$ cat config.mk
export PLATFORM = sky130hd
export DESIGN_NAME = multi_digit_7_segment_driver
export DESIGN_NICKNAME = d
export VERILOG_FILES = /design/src/rtl/multi_digit_7_segment_driver_pkg.sv /design/src/rtl/bin_to_bcd_serial.sv /design/src/rtl/multi_digit_7_segment_driver.sv
export SDC_FILE = /design/constraint.sdc
export NUM_CORES = 1
export LEC_CHECK = 0
export CAP_MARGIN = 10
export CORE_MARGIN = 2
export CORE_UTILIZATION = 51
export DETAILED_ROUTE_END_ITERATION = 10
export GPL_TIMING_DRIVEN = 0
export PLACE_DENSITY = 0.81
export SLEW_MARGIN = 20
export SYNTH_ARGS = -nofsm -noshare
export SYNTH_HDL_FRONTEND = slang
export SYNTH_SLANG_ARGS = --single-unit
$ cat constraint.sdc
create_clock -name i_Clk -period 3.1 [get_ports i_Clk]
set_input_delay 0.62 -clock i_Clk [delete_from_list [all_inputs] [get_ports i_Clk]]
set_output_delay 0.62 -clock i_Clk [all_outputs]
set_load 0.05 [all_outputs]
$ cat src/rtl/multi_digit_7_segment_driver_pkg.sv
// rtl/multi_digit_7_segment_driver_pkg.sv - shared types and constants for the 7-segment driver
// Purpose: FSM state type, 16-entry active-high segment table and small helpers.
// Ports: none (package).
package multi_digit_7_segment_driver_pkg;

  typedef enum logic {
    ST_IDLE    = 1'b0,
    ST_CONVERT = 1'b1
  } state_t;

  // Active-high patterns, bit 6 = A ... bit 0 = G; entry i sits at [i*7 +: 7].
  localparam logic [16*7-1:0] SEG_TABLE = {
    7'h47, 7'h4F, 7'h3D, 7'h4E, 7'h1F, 7'h77, 7'h7B, 7'h7F,
    7'h70, 7'h5F, 7'h5B, 7'h33, 7'h79, 7'h6D, 7'h30, 7'h7E
  };

  function automatic logic [6:0] seg_encode(input logic [3:0] d);
    return SEG_TABLE[int'(d)*7 +: 7];
  endfunction

  function automatic int max_int(input int a, input int b);
    return (a > b) ? a : b;
  endfunction

endpackage

$ cat src/rtl/bin_to_bcd_serial.sv
// rtl/bin_to_bcd_serial.sv - serial shift-and-add-3 binary to BCD converter
// Purpose: converts DATA_WIDTH-bit binary to BCD_DIGITS packed BCD digits, one bit per clock.
// Ports:
//   i_Clk, i_Rst_L  clock, synchronous active-low reset
//   i_Start         start strobe, honoured only while o_Busy=0; captures i_Bin
//   i_Bin           binary operand
//   o_Busy          conversion in progress
//   o_Done          one-cycle pulse; o_Bcd is valid from this cycle until the next start
//   o_Bcd           packed BCD result, digit 0 in [3:0]
module bin_to_bcd_serial
  import multi_digit_7_segment_driver_pkg::*;
#(
  parameter int DATA_WIDTH = 8,
  parameter int BCD_DIGITS = 4
) (
  input  logic                    i_Clk,
  input  logic                    i_Rst_L,
  input  logic                    i_Start,
  input  logic [DATA_WIDTH-1:0]   i_Bin,
  output logic                    o_Busy,
  output logic                    o_Done,
  output logic [BCD_DIGITS*4-1:0] o_Bcd
);

  localparam int BCD_W = BCD_DIGITS * 4;
  localparam int CNT_W = $clog2(DATA_WIDTH + 1);

  logic [DATA_WIDTH-1:0] r_bin;
  logic [BCD_W-1:0]      r_bcd;
  logic [CNT_W-1:0]      r_cnt;
  logic                  r_busy;
  logic                  r_done;

  function automatic logic [BCD_W-1:0] dd_step(input logic [BCD_W-1:0] b, input logic s);
    logic [BCD_W-1:0] a;
    a = b;
    for (int i = 0; i < BCD_DIGITS; i++) begin
      if (a[i*4 +: 4] >= 4'd5) a[i*4 +: 4] = a[i*4 +: 4] + 4'd3;
    end
    return {a[BCD_W-2:0], s};
  endfunction

  always_ff @(posedge i_Clk) begin
    if (!i_Rst_L) begin
      r_bin  <= '0;
      r_bcd  <= '0;
      r_cnt  <= '0;
      r_busy <= 1'b0;
      r_done <= 1'b0;
    end else begin
      r_done <= 1'b0;
      if (r_busy) begin
        r_bcd <= dd_step(r_bcd, r_bin[DATA_WIDTH-1]);
        r_bin <= {r_bin[DATA_WIDTH-2:0], 1'b0};
        r_cnt <= r_cnt - CNT_W'(1);
        if (r_cnt == CNT_W'(1)) begin
          r_busy <= 1'b0;
          r_done <= 1'b1;
        end
      end else if (i_Start) begin
        // The first shift happens on the start edge: adjusting an all-zero
        // BCD register is a no-op, so the MSB simply lands in bit 0.
        r_bcd  <= BCD_W'(i_Bin[DATA_WIDTH-1]);
        r_bin  <= {i_Bin[DATA_WIDTH-2:0], 1'b0};
        r_cnt  <= CNT_W'(DATA_WIDTH - 1);
        r_busy <= 1'b1;
      end
    end
  end

  assign o_Busy = r_busy;
  assign o_Done = r_done;
  assign o_Bcd  = r_bcd;

endmodule

$ cat src/rtl/multi_digit_7_segment_driver.sv
// rtl/multi_digit_7_segment_driver.sv - multiplexed multi-digit 7-segment display driver
// Purpose: converts a binary value (decimal via serial double dabble, or hex nibbles),
//          holds it in a display register and scans it out one digit per refresh step.
// Ports:
//   i_Clk, i_Rst_L  clock, synchronous active-low reset
//   i_Load          load strobe, accepted only while o_Ready=1
//   i_Value         unsigned value to display
//   i_Blank_Lz      blank leading zero digits (sampled live)
//   o_Ready         idle, a load is accepted this cycle
//   o_Segments      registered segment drive, bit 6 = A ... bit 0 = G
//   o_Digit_En      registered one-hot digit enable, bit 0 = least significant digit
//   o_Overflow      committed value had nonzero digits beyond NUM_DIGITS
module multi_digit_7_segment_driver
  import multi_digit_7_segment_driver_pkg::*;
#(
  parameter int DATA_WIDTH     = 8,
  parameter int NUM_DIGITS     = 3,
  parameter int REFRESH_DIV    = 25000,
  parameter int HEX_MODE       = 0,
  parameter int SEG_ACTIVE_LOW = 1
) (
  input  logic                  i_Clk,
  input  logic                  i_Rst_L,
  input  logic                  i_Load,
  input  logic [DATA_WIDTH-1:0] i_Value,
  input  logic                  i_Blank_Lz,
  output logic                  o_Ready,
  output logic [6:0]            o_Segments,
  output logic [NUM_DIGITS-1:0] o_Digit_En,
  output logic                  o_Overflow
);

  localparam int BCD_DIGITS = (DATA_WIDTH + 2) / 3 + 1;
  localparam int BCD_W      = BCD_DIGITS * 4;
  localparam int ALL_DIGITS = max_int(BCD_DIGITS, NUM_DIGITS);
  localparam int ALL_W      = ALL_DIGITS * 4;
  localparam int REF_W      = $clog2(REFRESH_DIV);
  localparam int IDX_W      = (NUM_DIGITS > 1) ? $clog2(NUM_DIGITS) : 1;
  localparam logic [6:0]            SEG_OFF = (SEG_ACTIVE_LOW != 0) ? 7'h7F : 7'h00;
  localparam logic [NUM_DIGITS-1:0] EN_OFF  = (SEG_ACTIVE_LOW != 0) ? '1 : '0;

  state_t                  r_state;
  logic [NUM_DIGITS*4-1:0] r_disp;
  logic                    r_ovf;
  logic [REF_W-1:0]        r_refresh;
  logic [IDX_W-1:0]        r_idx;
  logic [6:0]              r_seg;
  logic [NUM_DIGITS-1:0]   r_en;

  logic                    w_accept;
  logic                    w_start;
  logic                    w_busy;
  logic                    w_done;
  logic [BCD_W-1:0]        w_bcd;
  logic [ALL_W-1:0]        w_all;
  logic [NUM_DIGITS*4-1:0] w_disp_next;
  logic                    w_ovf_next;
  logic [NUM_DIGITS-1:0]   w_upper_zero;
  logic                    w_run_zero;
  logic [3:0]              w_cur;
  logic                    w_cur_lz;
  logic [NUM_DIGITS-1:0]   w_onehot;
  logic [6:0]              w_pat;
  logic                    w_tc;

  assign o_Ready  = (r_state == ST_IDLE) && !w_busy;
  assign w_accept = i_Load && o_Ready;
  assign w_start  = w_accept && (HEX_MODE == 0);

  bin_to_bcd_serial #(
    .DATA_WIDTH (DATA_WIDTH),
    .BCD_DIGITS (BCD_DIGITS)
  ) u_bcd (
    .i_Clk   (i_Clk),
    .i_Rst_L (i_Rst_L),
    .i_Start (w_start),
    .i_Bin   (i_Value),
    .o_Busy  (w_busy),
    .o_Done  (w_done),
    .o_Bcd   (w_bcd)
  );

  // Digits kept on the display vs. digits that only feed the overflow flag.
  always_comb begin
    w_all       = (HEX_MODE != 0) ? ALL_W'(i_Value) : ALL_W'(w_bcd);
    w_disp_next = '0;
    w_ovf_next  = 1'b0;
    for (int k = 0; k < ALL_DIGITS; k++) begin
      if (k < NUM_DIGITS) w_disp_next[k*4 +: 4] = w_all[k*4 +: 4];
      else                w_ovf_next = w_ovf_next | (|w_all[k*4 +: 4]);
    end
  end

  // w_upper_zero[k]: digits k..NUM_DIGITS-1 are all zero.
  always_comb begin
    w_upper_zero = '0;
    w_run_zero   = 1'b1;
    for (int k = NUM_DIGITS - 1; k >= 0; k--) begin
      w_run_zero      = w_run_zero & (r_disp[k*4 +: 4] == 4'd0);
      w_upper_zero[k] = w_run_zero;
    end
  end

  always_comb begin
    w_cur    = 4'd0;
    w_cur_lz = 1'b0;
    w_onehot = '0;
    for (int k = 0; k < NUM_DIGITS; k++) begin
      if (r_idx == IDX_W'(k)) begin
        w_cur       = r_disp[k*4 +: 4];
        w_cur_lz    = (k != 0) && w_upper_zero[k];
        w_onehot[k] = 1'b1;
      end
    end
    w_pat = (i_Blank_Lz && w_cur_lz) ? 7'h00 : seg_encode(w_cur);
  end

  assign w_tc = (r_refresh == REF_W'(REFRESH_DIV - 1));

  always_ff @(posedge i_Clk) begin
    if (!i_Rst_L) begin
      r_state   <= ST_IDLE;
      r_disp    <= '0;
      r_ovf     <= 1'b0;
      r_refresh <= '0;
      r_idx     <= '0;
      r_seg     <= SEG_OFF;
      r_en      <= EN_OFF;
    end else begin
      case (r_state)
        ST_IDLE: begin
          if (w_accept) begin
            if (HEX_MODE != 0) begin
              r_disp <= w_disp_next;
              r_ovf  <= w_ovf_next;
            end else begin
              r_state <= ST_CONVERT;
            end
          end
        end
        ST_CONVERT: begin
          if (w_done) begin
            r_disp  <= w_disp_next;
            r_ovf   <= w_ovf_next;
            r_state <= ST_IDLE;
          end
        end
        default: r_state <= ST_IDLE;
      endcase

      // Pattern and enable load together so a digit never shows its neighbour's pattern.
      if (w_tc) begin
        r_refresh <= '0;
        r_seg     <= (SEG_ACTIVE_LOW != 0) ? ~w_pat : w_pat;
        r_en      <= (SEG_ACTIVE_LOW != 0) ? ~w_onehot : w_onehot;
        r_idx     <= (r_idx == IDX_W'(NUM_DIGITS - 1)) ? '0 : r_idx + IDX_W'(1);
      end else begin
        r_refresh <= r_refresh + REF_W'(1);
      end
    end
  end

  assign o_Segments = r_seg;
  assign o_Digit_En = r_en;
  assign o_Overflow = r_ovf;

endmodule

---- Word level (Yosys, flattened, before mapping) ----
Index checks and enable logic that the tools add are counted.
cells by class
  bitwise operators ....................... 5
  magnitude comparators ................... 4
  reductions and logical operators ........ 12
  $mul .................................... 1
  div/mod/pow operators ................... 0
  eq/ne operators ......................... 4
  mux-type cells .......................... 26
  shift operators ......................... 1
  add/sub/neg operators ................... 7
operators with widths
  cell                                                          number
  variable part select 112 x 8 -> 7 bit (first input constant)  1
  2-to-1 mux 16 bit                                             2
  2-to-1 mux 4 bit                                              8
  >= comparator 4 x 3 -> 1 bit (second input constant)          4
  2-to-1 mux 8 bit                                              2
  adder 15 x 1 -> 15 bit (second input constant)                1
  equality test 15 bit (second input constant)                  1
  adder 4 x 2 -> 4 bit (second input constant)                  3
  2-to-1 mux 1 bit                                              10
  zero test 4 bit                                               2
  multiplier 4 x 3 -> 7 bit (second input constant)             1
  2-to-1 mux 7 bit                                              1
  NOT 7 bit                                                     1
  equality test 4 x 1 -> 1 bit (second input constant)          1
  AND reduction 2 bit                                           2
  OR reduction 4 bit                                            1
  subtractor 4 x 1 -> 4 bit (second input constant)             1
  adder 3 x 2 -> 3 bit (second input constant)                  1
  logical AND 1 bit                                             3
  2-to-1 mux 3 bit                                              1
  NOT 3 bit                                                     1
  adder 2 x 1 -> 2 bit (second input constant)                  1
  equality test 2 x 1 -> 1 bit (second input constant)          1
  equality test 2 bit (second input constant)                   1
  8 further kinds                                               9
word-level totals
  latch bits .............................. 0
  bits in read-only memories .............. 0
  register bits ........................... 70
  memory bits (writable) .................. 0
  memories ................................ 0

---- Depth between registers and ports, before layout ----
  word-level depth ........................ 8
  mapped depth ............................ 8
  mapped depth without buffers ............ 7

---- Hierarchy ----
From an unflattened synthesis, not the netlist that was laid out.
unflattened totals
  cell total of the unflattened synthesis .. 405
  area, all modules ....................... 3602.2 um^2
by module, submodules not included
  module                        instances  cells each  area each (um^2)
  multi_digit_7_segment_driver  1          230         1970.6
  bin_to_bcd_serial             1          175         1631.6

---- Worst setup path before layout ----
No wires, ideal clock.
  kind .................................... reg2reg
  start ................................... register u_bcd.r_busy (netlist: u_bcd.o_Busy)
  end ..................................... register u_bcd.r_bcd[7] (netlist: u_bcd.o_Bcd[7])
  slack ................................... 0.952 ns
  data required time ...................... 2.968 ns
  cell stages (with the launch flop) ...... 8
  buffers on the path ..................... 2
  clock period less this slack ............ 2.148 ns
  arrival time ............................ 2.015 ns
  cells stage by stage .................... dfxtp_1 -> nor2_1 -> and2_1 -> clkbuf_1 -> nor2_1 -> clkbuf_1 -> o21ai_0 -> a21oi_1
on the way
  word-level cells in the longest chain between the ends .. 4
  elaborated cells between the ends (all ways) .. 5
ends and longest elaborated chain
  item                                 RTL line                            text
  from (decl)                          bin_to_bcd_serial.sv:31             logic r_busy;
  from (signal assigned)               bin_to_bcd_serial.sv:48             r_busy <= 1'b0;
  from (signal assigned)               bin_to_bcd_serial.sv:57             r_busy <= 1'b0;
  from (signal assigned)               bin_to_bcd_serial.sv:66             r_busy <= 1'b1;
  zero test 1 bit                      multi_digit_7_segment_driver.sv:66  assign o_Ready = (r_state == ST_IDLE) && !w_busy;
  logical AND 1 bit                    multi_digit_7_segment_driver.sv:66
  net o_Ready                          multi_digit_7_segment_driver.sv:27  output logic o_Ready,
  logical AND 1 bit                    multi_digit_7_segment_driver.sv:67  assign w_accept = i_Load && o_Ready;
  nonzero test 2 bit (no source line)  --
  to (signal assigned)                 bin_to_bcd_serial.sv:53             r_bcd <= dd_step(r_bcd, r_bin[DATA_WIDTH-1]);
  to (signal assigned)                 bin_to_bcd_serial.sv:63             r_bcd <= BCD_W'(i_Bin[DATA_WIDTH-1]);
  to (decl)                            bin_to_bcd_serial.sv:29             logic [BCD_W-1:0] r_bcd;
The timed path passes the listed nets, and every way through them passes these cells.
A chain may end at the register's enable or synchronous reset.

---- Worst setup path after layout ----
  start ................................... register r_state
  end ..................................... output port o_Ready
on the way
  word-level cells in the longest chain between the ends .. 2
ends and longest elaborated chain
  item                    RTL line                             text
  from (decl)             multi_digit_7_segment_driver.sv:42   state_t r_state;
  from (signal assigned)  multi_digit_7_segment_driver.sv:122  r_state <= ST_IDLE;
  from (signal assigned)  multi_digit_7_segment_driver.sv:137  r_state <= ST_CONVERT;
  from (signal assigned)  multi_digit_7_segment_driver.sv:145  r_state <= ST_IDLE;
  NOT 1 bit               --
  logical AND 1 bit       multi_digit_7_segment_driver.sv:66
  to (decl)               multi_digit_7_segment_driver.sv:27
Every way passes these cells.

==> results.json <==
{
  "vias": 2845,
  "clk_latency_ns": 0.35,
  "cts_tree": "done",
  "r2r_cells": 7,
  "cts_root_buffer": "clkbuf_8",
  "cp.required_ns": 2.48,
  "relSlewSlack_pct": 65.04,
  "synth_top_area_cell": "dfxtp_1",
  "p_leak_nw": 1.363,
  "power_frac_clock_pct": 42.5,
  "htreeDepth": 3,
  "rsz0062_at_grt": "false",
  "max_clock_freq_mhz": 427.1,
  "p_sw_mw": 0.4837,
  "status": "finished clean",
  "crit_arrival_ns": 1.72,
  "dieHeight_um": 84.59,
  "clockBufferDepth": 2,
  "postCtsHoldBufs": 0,
  "path_max_fanout": 4,
  "coreArea_sq_um": 6314,
  "drt_wl_total_um": 6705,
  "hold_path.startpoint": "r_refresh[0]",
  "grt_pass1_wl_um": 11640,
  "design_area_sq_um": 3860,
  "finalHoldViolations": 0,
  "numCtsBuffers": 9,
  "yosysMostFrequentCell": "dfxtp_1",
  "cap_violations": 0,
  "yosys_warnings": 0,
  "combinationalPowerShare_pct": 8.4,
  "path_clk_slew_ns": 0.08,
  "async_reset_ff_share_pct": 0,
  "syn_area_per_cell_sq_um": 8.137,
  "worst_pin_slew_ns": 0.5244,
  "synth_top_area_share_pct": 42.31,
  "gr-total-overflow": 0,
  "hold-path-endpoint": "r_refresh[0]",
  "setup_ws_ns": 0.7589,
  "slowest_delay_ns": 0.84,
  "placed_area_sq_um": 3638,
  "nets": 471,
  "yosys-top-cells-area": "dfxtp_1 42%, a21oi_1 8.0%, ha_1 6.8%",
  "seq_power_share_pct": 49.1,
  "hpwl_um": 4729,
  "ys_types": 38,
  "rows": 29,
  "post-route-period-util_pct": 75.52,
  "netlist_instances": 407,
  "place_ws_ns": 0.5406,
  "initial_core_util_pct": 52.46,
  "post_cts_buffers": 0,
  "vdd_drop_max_uv": 397.1,
  "ios": 24,
  "routedWlPerCell_um": 12.82,
  "post_cts_resize_count": 0,
  "via_per_inst": 5.440,
  "layout-drive-gt1-share_pct": 4.260,
  "antenna_found_initial": 0,
  "synthFlopType": "dfxtp_1",
  "powerDensity_nw_per_um2": 497.0,
  "portBuffers": 23,
  "areaGrowthSynthToFinish_pct": 16.55,
  "setup_viol": 0,
  "drc_errors": 0,
  "internal_power_mw": 1.435,
  "cts_sinks": 70,
  "synth_nets": 437,
  "grt_max_degree": 14,
  "timing.rr.end": "o_Segments[3]",
  "fill_cells": 581,
  "r2r_start": "r_idx[1]",
  "diodes": 0,
  "whs_path_depth": 1,
  "skew_ns": 0.005162,
  "regToRegSetupSlack_ns": 0.84,
  "critPathTopFamily": "buffers and inverters",
  "first_pass_iters": 4,
  "grt_pass1_vias": 2621,
  "drt.antenna.violating_nets": 0,
  "grt_usage_pct": 20.02,
  "syn_area_sq_um": 3312,
  "die_w_um": 84.59,
  "holdCritPathClass": "register to register",
  "synth_edf_count": 0,
  "critPathBufInv": 1,
  "p_total_mw": 1.918,
  "worst_setup_path_end_kind": "primary output",
  "ys_ff_latch": 70,
  "drv_slew": 0,
  "swShare_pct": 25.22,
  "synth-seq-area-share_pct": 42.31,
  "crit_slowest_cell": "clkdlybuf4s50_1",
  "die-area_sq_um": 7155,
  "finalSetupTns_ns": 0,
  "min_period_ns": 2.341,
  "start_kind": "register",
  "drtIter0Drc": 163,
  "gp_congestion": 0.8253,
  "path_cells": "nor2_1 -> clkdlybuf4s50_1",
  "crit_type": "register to primary output",
  "ys_top_cells_by_count": "70 x dfxtp_1, 57 x nand2_1, 53 x a21oi_1, 37 x nor2_1, 27 x nand3_1"
}
[worst max path at each step]
stage	depth (start not counted)	startpoint	end	slack, ns
6_report	2	r_state	o_Ready	0.76
5_1_grt	8	r_idx[1]	o_Segments[4]	0.55
4_1_cts	2	r_state	o_Ready	0.75
3_5_place_dp	4	i_Rst_L	o_Segments[5]	0.54
3_3_place_gp	4	i_Rst_L	o_Segments[5]	0.58
2_1_floorplan	7	u_bcd.o_Busy	u_bcd.o_Bcd[7]	0.95
[cell usage in the layout (no fill, tap or decap), types with 2 or more instances in the layout]
cell type,count
dfxtp_1,70
nand2_1,57
a21oi_1,53
nor2_1,37
nand3_1,27
clkdlybuf4s50_1,23
ha_1,18
o21ai_0,17
xnor2_1,17
clkbuf_1,15
inv_1,13
nor3_1,12
clkbuf_8,9
nand2b_1,7
a22oi_1,7
xor2_1,6
mux2i_1,5
a21o_1,4
o211ai_1,4
and2_1,3
or3_1,3
buf_1,3
and3_1,3
o22a_1,2
nand3b_1,2
o21a_1,2
or4_1,2
clkinv_1,2
nand4bb_1,2
nor2b_1,2
a31oi_1,2
a311oi_1,2
clkinvlp_4,2
bufinv_16,2
[power groups by stage]
stage | Combinational, mW | Sequential (mW) | Clock, mW
after floorplan | 0.107 | 0.958 | 0
after global placement | 0.156 | 0.961 | 0
after detailed placement | 0.161 | 0.962 | 0
after CTS | 0.163 | 0.941 | 0.829
after global routing | 0.181 | 0.945 | 0.873
final | 0.162 | 0.942 | 0.815
[kinds of logic (layout without fill, tap and decap cells)]
group / count (synthesis) / after routing / synth area share, %
AO/OA/AOI/OAI: 98 / 98 / 17.34
multiplexers: 5 / 5 / 1.511
AND/OR/NAND/NOR: 158 / 158 / 21.72
flip-flops: 70 / 70 / 42.31
XOR/XNOR: 23 / 23 / 6.082
adder cells (fa/ha/maj): 18 / 18 / 6.800
buffers and inverters: 35 / 74 / 4.231
[routing by layer]
metal / routed length, um / vias to the layer above / track usage [%]
met5: 0 / - / 0
met4: 82 / 0 / 6.494
met3: 263 / 9 / 5.605
met2: 3282 / 52 / 35.22
met1: 3076 / 1323 / 23.50
li1: - / 1461 / -
[worst reg2reg max path, stage by stage (launching register included)]
cell      delay [ns]
dfxtp_1         0.35
clkbuf_1        0.39
mux2i_1         0.16
o22ai_1         0.45
ha_1            0.35
a21oi_1         0.16
a22oi_1         0.11
o22a_1          0.18
[sequential cells by signal, summed over array words and instances (netlist names)]
name,flops
r_disp,12
r_state,1
o_Digit_En,3
r_refresh,15
o_Overflow,1
u_bcd.r_bin,7
u_bcd.o_Bcd,16
u_bcd.r_cnt,4
o_Segments,7
u_bcd.o_Busy,1
u_bcd.o_Done,1
r_idx,2
[final cells by class]
cell class              instances  area [sq um]  area share [%]
multi-input cells             302          1770           45.87
flip-flops and latches         70          1401           36.30
repair buffers                 23         230.2           5.964
clock buffers                   9         123.9           3.209
clock inverters                 7         97.59           2.528
well taps                      77         96.34           2.496
plain buffers                  20         83.83           2.172
inverters                      15         56.30           1.459
[per-stage QoR]
step                hold slack [ns]  util [%]  cells
finish                       0.4542     61.14    523
global placement             0.4306     57.63    507
global route                 0.4786     61.14    523
floorplan                    0.4175         -    407
CTS                          0.4572     61.14    523
detailed placement           0.4440     57.63    507
Note: power is estimated with default switching activity, not from simulation.
